$ cat src/rtl/rv_isa_pkg.sv
// Shared RV32I encoding constants and types for the branch encoder.
package rv_isa_pkg;

  localparam int unsigned XLEN  = 32;
  localparam int unsigned REG_W = 5;
  localparam int unsigned F3_W  = 3;

  localparam logic [6:0]      OPC_BRANCH = 7'b1100011;
  localparam logic [XLEN-1:0] NOP_INS    = 32'h0000_0013;

  typedef enum logic [F3_W-1:0] {
    F3_BEQ  = 3'd0,
    F3_BNE  = 3'd1,
    F3_BLT  = 3'd4,
    F3_BGE  = 3'd5,
    F3_BLTU = 3'd6,
    F3_BGEU = 3'd7
  } br_funct3_e;

  typedef enum logic [1:0] {
    ERR_NONE     = 2'd0,
    ERR_MISALIGN = 2'd1,
    ERR_RANGE    = 2'd2,
    ERR_FUNCT3   = 2'd3
  } br_err_e;

  // Stage-1 payload: byte offset plus the register/condition fields.
  typedef struct packed {
    logic [F3_W-1:0]  funct3;
    logic [REG_W-1:0] rs1;
    logic [REG_W-1:0] rs2;
    logic [XLEN-1:0]  off;
  } br_stage1_t;

  // True when funct3 names one of the six defined branch conditions.
  function automatic logic f3_is_branch(input logic [F3_W-1:0] f3);
    logic legal;
    legal = 1'b0;
    case (f3)
      F3_BEQ, F3_BNE, F3_BLT, F3_BGE, F3_BLTU, F3_BGEU: legal = 1'b1;
      default: legal = 1'b0;
    endcase
    return legal;
  endfunction

endpackage

$ cat src/rtl/b_packer.sv
// Packs branch fields into the B-format word; field order matches the immediate splitter.
module b_packer
  import rv_isa_pkg::*;
(
  input  logic [F3_W-1:0]  i_funct3,
  input  logic [REG_W-1:0] i_rs1,
  input  logic [REG_W-1:0] i_rs2,
  input  logic [12:1]      i_imm,
  output logic [XLEN-1:0]  o_ins
);

  assign o_ins = {i_imm[12], i_imm[10:5], i_rs2, i_rs1, i_funct3,
                  i_imm[4:1], i_imm[11], OPC_BRANCH};

endmodule

$ cat src/rtl/b_type_encoder.sv
// Two-stage valid/ready encoder turning a branch description into an RV32I B-type word.
module b_type_encoder
  import rv_isa_pkg::*;
#(
  parameter int unsigned IALIGN    = 4,
  parameter int unsigned ERR_CNT_W = 8
) (
  input  logic                 clk,
  input  logic                 rst_n,
  input  logic                 in_valid,
  output logic                 in_ready,
  input  logic [F3_W-1:0]      in_funct3,
  input  logic [REG_W-1:0]     in_rs1,
  input  logic [REG_W-1:0]     in_rs2,
  input  logic [XLEN-1:0]      in_pc,
  input  logic [XLEN-1:0]      in_target,
  output logic                 out_valid,
  input  logic                 out_ready,
  output logic [XLEN-1:0]      out_ins,
  output logic                 out_err,
  output logic [1:0]           out_err_code,
  output logic [ERR_CNT_W-1:0] err_count
);

  localparam int unsigned       ALIGN_MASK = IALIGN - 1;
  localparam logic signed [31:0] OFF_MIN   = -32'sd4096;
  localparam logic signed [31:0] OFF_MAX   = 32'sd4094;

  logic                 r_v1;
  br_stage1_t           r_s1;
  logic                 r_v2;
  logic [XLEN-1:0]      r_ins;
  logic                 r_err;
  br_err_e              r_code;
  logic [ERR_CNT_W-1:0] r_err_count;

  logic                 w_adv2;
  logic                 w_acc1;
  logic                 w_xfer_out;
  br_err_e              w_code;
  logic [XLEN-1:0]      w_packed;
  logic [XLEN-1:0]      w_ins;

  // Readiness depends only on stage state and out_ready, never on in_valid.
  assign w_adv2     = !r_v2 || out_ready;
  assign in_ready   = !r_v1 || w_adv2;
  assign w_acc1     = in_valid && in_ready;
  assign w_xfer_out = r_v2 && out_ready;

  // Stage 1: capture fields and the modulo-2^32 byte offset.
  always_ff @(posedge clk or negedge rst_n) begin
    if (!rst_n) begin
      r_v1 <= 1'b0;
      r_s1 <= '0;
    end else begin
      if (in_ready) r_v1 <= in_valid;
      if (w_acc1) begin
        r_s1.funct3 <= in_funct3;
        r_s1.rs1    <= in_rs1;
        r_s1.rs2    <= in_rs2;
        r_s1.off    <= in_target - in_pc;
      end
    end
  end

  // Legality checks in priority order: funct3, alignment, reach.
  always_comb begin
    w_code = ERR_NONE;
    if (!f3_is_branch(r_s1.funct3)) begin
      w_code = ERR_FUNCT3;
    end else if ((r_s1.off & 32'(ALIGN_MASK)) != '0) begin
      w_code = ERR_MISALIGN;
    end else if (($signed(r_s1.off) < OFF_MIN) || ($signed(r_s1.off) > OFF_MAX)) begin
      w_code = ERR_RANGE;
    end
  end

  b_packer u_packer (
    .i_funct3 (r_s1.funct3),
    .i_rs1    (r_s1.rs1),
    .i_rs2    (r_s1.rs2),
    .i_imm    (r_s1.off[12:1]),
    .o_ins    (w_packed)
  );

  assign w_ins = (w_code == ERR_NONE) ? w_packed : NOP_INS;

  // Stage 2: output register, held while the consumer stalls.
  always_ff @(posedge clk or negedge rst_n) begin
    if (!rst_n) begin
      r_v2   <= 1'b0;
      r_ins  <= '0;
      r_err  <= 1'b0;
      r_code <= ERR_NONE;
    end else if (w_adv2) begin
      r_v2 <= r_v1;
      if (r_v1) begin
        r_ins  <= w_ins;
        r_err  <= (w_code != ERR_NONE);
        r_code <= w_code;
      end
    end
  end

  // Saturating count of errored words actually handed to the consumer.
  always_ff @(posedge clk or negedge rst_n) begin
    if (!rst_n) begin
      r_err_count <= '0;
    end else if (w_xfer_out && r_err && (r_err_count != '1)) begin
      r_err_count <= r_err_count + ERR_CNT_W'(1);
    end
  end

  assign out_valid    = r_v2;
  assign out_ins      = r_ins;
  assign out_err      = r_err;
  assign out_err_code = r_code;
  assign err_count    = r_err_count;

endmodule

$ cat config.mk
export PLATFORM = sky130hd
export DESIGN_NAME = b_type_encoder
export DESIGN_NICKNAME = d
export VERILOG_FILES = /design/src/rtl/rv_isa_pkg.sv /design/src/rtl/b_packer.sv /design/src/rtl/b_type_encoder.sv
export SDC_FILE = /design/constraint.sdc
export NUM_CORES = 1
export LEC_CHECK = 0
export BUFFER_PORTS_ARGS = -buffer_cell sky130_fd_sc_hd__buf_2
export CORE_MARGIN = 5
export CORE_UTILIZATION = 35
export CTS_CLUSTER_DIAMETER = 60
export DETAILED_ROUTE_END_ITERATION = 8
export HOLD_SLACK_MARGIN = 0.12
export PLACE_DENSITY = 0.57
export SLEW_MARGIN = 20
export SYNTH_ARGS = -nofsm -noshare
export SYNTH_HDL_FRONTEND = slang
export SYNTH_SLANG_ARGS = --single-unit
$ cat constraint.sdc
create_clock -name clk -period 1.95 [get_ports clk]
set_clock_uncertainty 0.2 [all_clocks]
set_input_delay 0.39 -clock clk [delete_from_list [all_inputs] [get_ports clk]]
set_output_delay 0.39 -clock clk [all_outputs]
set_load 0.05 [all_outputs]
---- After elaboration in Yosys (flattened, before gate mapping) ----
Cells that the tools add are included.
cells by class
  add/sub/neg operators ................... 2
  order comparisons ....................... 2
  equal/unequal tests ..................... 6
  reductions and logical operators ........ 15
  mux-type cells .......................... 5
operator list
  kind                  number
  $gt 32x13->1 const B  1
  $lt 32x13->1 const B  1
  $mux 32               1
  $reduce_bool 32->1    1
  $sub 32x32->32        1
  $eq 3x3->1 const B    4
  $add 8x1->8 const B   1
  $ne 8x8->1 const B    1
  $mux 2                3
  $reduce_or 6->1       1
  $logic_and 1x1->1     4
  $eq 3x1->1 const B    1
  $logic_not 3->1       1
  $logic_or 1x1->1      3
  $logic_not 1->1       2
  $logic_not 2->1       1
  $reduce_and 2->1      1
  $reduce_bool 2->1     1
  $mux 1                1
word-level totals
  input port bits ......................... 81
  flip-flop bits (word level) ............. 90
  word-level logic and storage cells ...... 40
  output and inout port bits .............. 45

---- Logic depth before layout (Yosys ltp) ----
Gate-level depths: netlist of the first run.
  word-level depth ........................ 7
  mapped depth ............................ 10
  depth with buffers taken out ............ 10

---- Modules after synthesis ----
A second synthesis of the first run with hierarchy kept.
second synthesis, totals
  cell total of the unflattened synthesis .. 614
  area total of the unflattened synthesis .. 5509.0 um^2
by module, submodules not included
  module          times used  area each (um^2)  cells each  seq. area each (um^2)
  b_type_encoder  1           5261.3            580         2252.2
  b_packer        1           247.7             34          0.0

---- Worst setup path before layout of the first run ----
No wires, ideal clock.
  path kind ............................... register to register
  from .................................... register r_v2 (netlist: out_valid)
  to ...................................... register r_s1[27] in the netlist's numbering
  buffers on the path ..................... 2
  data required time ...................... 1614 ps
  slack ................................... -666 ps
  arrival ................................. 2280 ps
  setup time .............................. 136 ps
  cell stages (with the launch flop) ...... 6
  period minus slack after synthesis ...... 2616 ps
  cell sequence ........................... dfrtp_1 > nand3b_1 > nand2_1 > clkbuf_1 > clkbuf_1 > o21ai_0
between the ends
  cells in the longest elaborated chain, start to end .. 4
ends and longest elaborated chain
  item                    line                  text
  start, declared         b_type_encoder.sv:31  logic r_v2;
  start signal, assigned  b_type_encoder.sv:96  r_v2 <= r_v1;
  $logic_not 1->1         b_type_encoder.sv:45  assign w_adv2 = !r_v2 || out_ready;
  $logic_or 1x1->1        b_type_encoder.sv:45
  $logic_or 1x1->1        b_type_encoder.sv:46  assign in_ready = !r_v1 || w_adv2;
  named net in_ready      b_type_encoder.sv:11  output logic in_ready,
  $logic_and 1x1->1       b_type_encoder.sv:47  assign w_acc1 = in_valid && in_ready;
  end, declared           b_type_encoder.sv:30  br_stage1_t r_s1;
The timed path passes the listed nets, and every way through them passes these cells.
A chain may end at the register's enable or synchronous reset.

---- Worst setup path after layout of the first run ----
  from .................................... input port in_target[0]
  to ...................................... register r_s1[26] in the netlist's numbering
between the ends
  cells in the longest elaborated chain, start to end .. 1
ends and longest elaborated chain
  item             line                  text
  start, declared  b_type_encoder.sv:16  input logic [XLEN-1:0] in_target,
  $sub 32x32->32   b_type_encoder.sv:61  r_s1.off <= in_target - in_pc;
Every way passes these cells.

==> results of run 1 <==
## worst min-delay path, cell delays in order
cell and delay, ns:
buf_6 0.08, ha_4 0.12, o21ai_1 0.06
## flip-flops by register name, indices dropped and copies added, names as in the netlist
name / cells
out_err_code: 2
out_ins: 28
out_valid: 1
r_v1: 1
err_count: 8
r_s1: 45
## layer usage
layer  vias to the layer above  track usage  wire [um]
met2                       127       0.2686       7134
met4                         0      0.03829        143
met5                         -            0          0
met3                        12      0.02599        633
met1                      2399       0.2251       6778
li1                       2553            -          -
## cell families after synthesis
logic type,count (synthesis),share of synthesized area
buffers and inverters,78,0.06143
multiplexers,3,0.006288
AO/OA/AOI/OAI,157,0.2143
AND/OR/NAND/NOR,199,0.1843
flip-flops,85,0.4111
adder cells (fa/ha/maj),33,0.08126
XOR/XNOR,24,0.04063
other,1,0.0007248
## power groups by stage
stage                     Sequential, W  Clock, W  Combinational [W]
after CTS                       0.00225   0.00192            0.00205
after floorplan                 0.00249         0           0.000945
final                           0.00225   0.00188            0.00214
after global placement          0.00226         0            0.00185
after global routing            0.00229   0.00197            0.00234
after detailed placement        0.00228         0            0.00187
## layout make-up
cell class | instances | share of cell area
clock buffer | 10 | 0.02931
timing repair buffer | 267 | 0.2348
inverter | 44 | 0.02302
sequential | 85 | 0.2614
clock inverter | 6 | 0.01136
tap | 184 | 0.02824
multi-input combinational | 418 | 0.4119
## worst max path at each step
stage / endpoint / cells past startpoint
finish: r_s1[26] / 11
global route: r_s1[28] / 11
CTS: r_s1[26] / 11
detailed placement: r_s1[28] / 11
global placement: r_s1[28] / 11
floorplan: r_s1[28] / 10
## repair_timing
action / in CTS / in global routing
resized for setup: 71 / 46
endpoints found under the hold margin: 66 / 0
hold buffers: 15 / 0
pin swaps: 39 / 35
setup buffers: 9 / 7
endpoints found under the setup margin: 24 / 50
gates cloned: 0 / 2
## cells in the mapped netlist, types with 4 or more instances
master and number:
nand4_1 21, nand3_1 12, nor3_1 11, a211o_1 4, a22o_1 24, xor2_1 10
inv_1 44, nor4_1 6, nor2b_1 4, xnor2_1 14, o21ai_0 32, dfrtp_1 85
nand2_1 95, o31ai_1 8, clkbuf_1 21, or3_1 8, a21oi_1 29, a21o_1 15
nor2_1 19, a31oi_1 4, o21bai_1 4, buf_4 5, ha_1 32, o21a_1 7
nand2b_1 5, buf_2 4
## per-stage QoR
step / instances / util / worst slack, ns / instance area [um2]
detailed placement: 968 / 0.4814 / -0.8095 / 6997
global placement: 968 / 0.4814 / -0.7892 / 6997
floorplan: 581 / - / -0.4951 / 5539
global route: 1014 / 0.5610 / -0.3526 / 8153
CTS: 1007 / 0.5418 / -0.3143 / 7875
finish: 1014 / 0.5610 / -0.2901 / 8153
==> impl_metrics.tcl, run 1 <==
set metrics [dict create \
    status "finished with violations" \
    violations "negative setup slack" \
    io_pins 126 \
    combPwrFrac 0.342 \
    setup_viol 20 \
    initial_utilization 0.3560 \
    r2r_end "r_s1[8]" \
    multi_input_area_um2 3358 \
    wl_per_cell_um 14.49 \
    setup_ws_ns -0.2901 \
    synth_area_leaders "dfrtp_1, ha_1, nand2_1, a22o_1, inv_1" \
    numPortBuffers 123 \
    worst_path_dominant_cell_family "compound AO/OA/AOI/OAI gates" \
    crit_slowest_cell "o31a_1" \
    async_reset_ff_frac 1.000 \
    cts_max_path_buffers 2 \
    drtPass1Iterations 4 \
    swShare 0.3320 \
    die_x_um 131.6 \
    r2r-start "out_valid" \
    drt_iter0_drc 262 \
    ir_worst_vdd_mv 0.3958 \
    holdWs_ns 0.1601 \
    diodes 0 \
    syn_inst 580 \
    rsz0062_at_grt "yes" \
    cellLeakagePower_nw 3.984 \
    grt_pass1_vias 5104 \
    path_buf_inv 2 \
    cts_buffers 9 \
    cp.arrival_ns 2.28 \
    fin_crit_sh 1.149 \
    p_seq_frac 0.359 \
    ctsRootBufferMaster "clkbuf_16" \
    clock_sinks 85 \
    die_area_um2 17310 \
    period_needed_ns 2.240 \
    slew_viol_final 0 \
    antenna_found_initial 0 \
    areaGrowthSynthToFinish_pct 57.58 \
    die_y_um 131.6 \
    gp_congestion 0.8275 \
    drc 0 \
    num_rows 44 \
    ff_latch_area_um2 2131 \
    power_density_nw_per_um2 768.9 \
    layout_commonest_cell "buf_4" \
    synth_top_area_share 0.4111 \
    cp.required_ns 1.99 \
    final_layout_size_suffix_gt1_frac 0.4494 \
    reg2reg_depth 4 \
    p_int_w 0.004188 \
    hold_path.class "input pin to flip-flop" \
    overflow 0 \
    synth-seq-cells 85 \
    p_clk_frac 0.299 \
    synth_edf_count 0 \
    h-tree-depth 3 \
    ys_seq_area_frac 0.4111 \
    fmax_ghz 0.4464 \
    startpoint "in_target[0]" \
    synth_area_um2 5174 \
    cts_tree "yes" \
    clk_latency_ns 0.33 \
    crit_type "input pin to flip-flop" \
    grt_usage 0.1628 \
    drv_cap 0 \
    holdPathEnd "r_s1[0]" \
    grt_max_degree 31 \
    nFillCells 1306 \
    layout.nets 939 \
    finalHoldViolCount 0 \
    dp_hpwl_mm 11.09 \
    cp_slowest_stage_delay_ns 0.27 \
    final.setup.tns_ns -2.793 \
    path_clk_slew_ns 0.06 \
    ant_nets 0 \
    finalPower_w 0.006269 \
    synth.avg_cell_area_um2 8.920 \
    startpoint_type "input pin" \
    drt-vias-per-instance 5.021 \
    whs_path_depth 3 \
    drt-total-wl_mm 14.69 \
    dr_total_vias 5091 \
    grt_pass1_wl_mm 24.29 \
    layout.cells.most_common_list "buf_4, buf_2, nand2_1, dfrtp_1, inv_1" \
    synth_ff_type "dfrtp_1" \
    r2r_slack_ns 0.04 \
    synth_largest_area_cell "dfrtp_1" \
    hp-start "in_pc[0]" \
    path_cells "buf_8 -> inv_8 -> ha_4 -> fa_2 -> nor2b_2 -> o2111a_1 -> o21a_4 -> a21bo_4 -> and4_4 -> o31a_1 -> o31ai_1" \
    netlist-cell-type-count 67 \
    p_switching_w 0.002081 \
    critPathMaxFanout 5 \
    synth_warnings 0 \
    worst_setup_path_end_kind "flip-flop" \
    core_area_um2 14530 \
]
Power figures use the tool's default switching activity.
==> run 2, diff against run 1 <==
--- a/config.mk
+++ b/config.mk
@@ -8,7 +8,6 @@
 export BUFFER_PORTS_ARGS = -buffer_cell sky130_fd_sc_hd__buf_2
 export CORE_MARGIN = 5
 export CORE_UTILIZATION = 35
-export CTS_CLUSTER_DIAMETER = 60
 export DETAILED_ROUTE_END_ITERATION = 8
 export HOLD_SLACK_MARGIN = 0.12
 export PLACE_DENSITY = 0.57
==> constraint.sdc (replaced) <==
create_clock -name clk -period 1.95 [get_ports clk]
set_clock_uncertainty 0.2 [all_clocks]
set_input_delay 0.39 -clock clk [delete_from_list [all_inputs] [get_ports clk]]
set_output_delay 0.39 -clock clk [all_outputs]
set_load 0.1 [all_outputs]
==> impl_metrics.tcl, run 2 (synthesis results as in run 1) <==
set metrics [dict create \
    status "finished with violations" \
    violations "negative setup slack" \
    r2r_slack_ns -0.08 \
    io_pins 126 \
    dr_total_vias 5293 \
    core_area_um2 14530 \
    drc 0 \
    drtPass1Iterations 5 \
    die_y_um 131.6 \
    regMostFlops "r_s1" \
    setup_viol 37 \
    whs_path_depth 3 \
    die_x_um 131.6 \
    fin_crit_sh 1.246 \
    clock_sinks 85 \
    drv_cap 0 \
    h-tree-depth 3 \
    antenna_found_initial 0 \
    crit_type "input pin to flip-flop" \
    ir_worst_vdd_mv 0.5935 \
    grt_pass1_vias 5372 \
    tightest_slew_ns 0.5286 \
    final.setup.tns_ns -7.373 \
    final_layout_size_suffix_gt1_frac 0.4832 \
    ant_nets 0 \
    cp.arrival_ns 2.50 \
    finalPower_w 0.006613 \
    layout.nets 970 \
    hold_path.class "input pin to flip-flop" \
    grt_pass1_wl_mm 25.50 \
    slew_viol_final 0 \
    max-slew-margin-rel 0.6443 \
    cts_max_path_buffers 2 \
    layout.cells.most_common_list "buf_4, buf_2, nand2_1, dfrtp_1, inv_1" \
    startpoint_type "input pin" \
    dp.cells 974 \
    setup_ws_ns -0.4802 \
    clk_latency_ns 0.33 \
    cp.required_ns 2.02 \
    gp_congestion 0.8455 \
    dp_hpwl_mm 11.18 \
    ctsRootBufferMaster "clkbuf_16" \
    grt_usage 0.1722 \
    cts_buffers 9 \
    postPlaceCellArea_um2 6919 \
    drt_iter0_drc 285 \
    grt_max_degree 31 \
    worst_setup_path_end_kind "flip-flop" \
    fin_util 0.5832 \
    overflow 0 \
    cellLeakagePower_nw 4.172 \
    layout_commonest_cell "buf_4" \
    path_clk_slew_ns 0.06 \
    drt-total-wl_mm 15.88 \
    initial_utilization 0.3560 \
    critPathMaxFanout 3 \
    period_needed_ns 2.430 \
    largest_reg_flops 45 \
    rsz0062_at_grt "yes" \
    drt-vias-per-instance 5.065 \
    areaGrowthSynthToFinish_pct 63.82 \
    finalHoldViolCount 0 \
    num_rows 44 \
    reg2reg_depth 8 \
    fmax_ghz 0.4115 \
    fin_cells 1045 \
    diodes 0 \
    design_area_um2 8476 \
    cts_tree "yes" \
    die_area_um2 17310 \
    wl_per_cell_um 15.20 \
    numPortBuffers 123 \
    power_density_nw_per_um2 780.2 \
]
run 2: cell count changes in the layout (fill, tap and decap cells not counted), sizes merged:
cell / change
buf: +32
bufinv: -1
clkbuf: +1
clkinv: +2
clkinvlp: -1
inv: -2
run 2: cell type report:
cell class              count  area (um2)
flip-flops and latches     85        2147
fillers                  1241        6058
multi-input cells         418        3385
clock buffers              12       246.5
inverters                  44       177.7
well taps                 184       230.2
repair buffers            298        2242
clock inverters             4       47.55
run 2: path summary, 6_finish.rpt:
kind | from | end
max | in_target[0] | r_s1[10]
min | in_pc[0] | r_s1[0]
max in group asynchronous | rst_n | err_count[1]
min reg2reg | r_s1[33] | r_s1[33]
max reg2reg | r_s1[22] | out_ins[13]
min in group asynchronous | rst_n | err_count[5]
run 2: where the power goes:
| part | total, W | internal, W | switching (W) |
|---|---|---|---|
| logic | 0.00265 | 0.00112 | 0.00153 |
| clock network | 0.00169 | 0.00102 | 0.000666 |
| registers | 0.00228 | 0.00205 | 0.000225 |
| total | 0.00661 | 0.00419 | 0.00242 |
run 2: stage by stage:
step	hold WS [ns]	setup slack, ns
floorplan	-0.1056	-0.8216
global placement	0.1419	-0.8188
detailed placement	0.1481	-0.8783
CTS	0.1592	-0.4272
global route	0.1832	-0.5430
finish	0.1779	-0.4802
run 2: repair_timing:
action	CTS	global route
hold endpoints to repair	41	0
buffers inserted	25	24
pin swaps	48	74
cloned	1	0
hold buffers	15	0
setup endpoints to repair	34	69
resized for setup	115	71
run 2: worst max-delay path: stages:
cell	delay [ns]
buf_6	0.08
inv_4	0.03
ha_4	0.15
fa_2	0.42
nor2b_4	0.13
o2111a_1	0.22
o21a_1	0.22
buf_6	0.13
buf_12	0.10
o21ai_4	0.05
a21o_1	0.21
a211o_2	0.31
nand3_2	0.05
run 2: metal layers:
layer	track usage	share of wire	routed length, um
met1	0.2251	0.45	7108
met2	0.2977	0.49	7804
met3	0.03517	0.043	678
met4	0.03257	0.018	288
met5	0	0	0
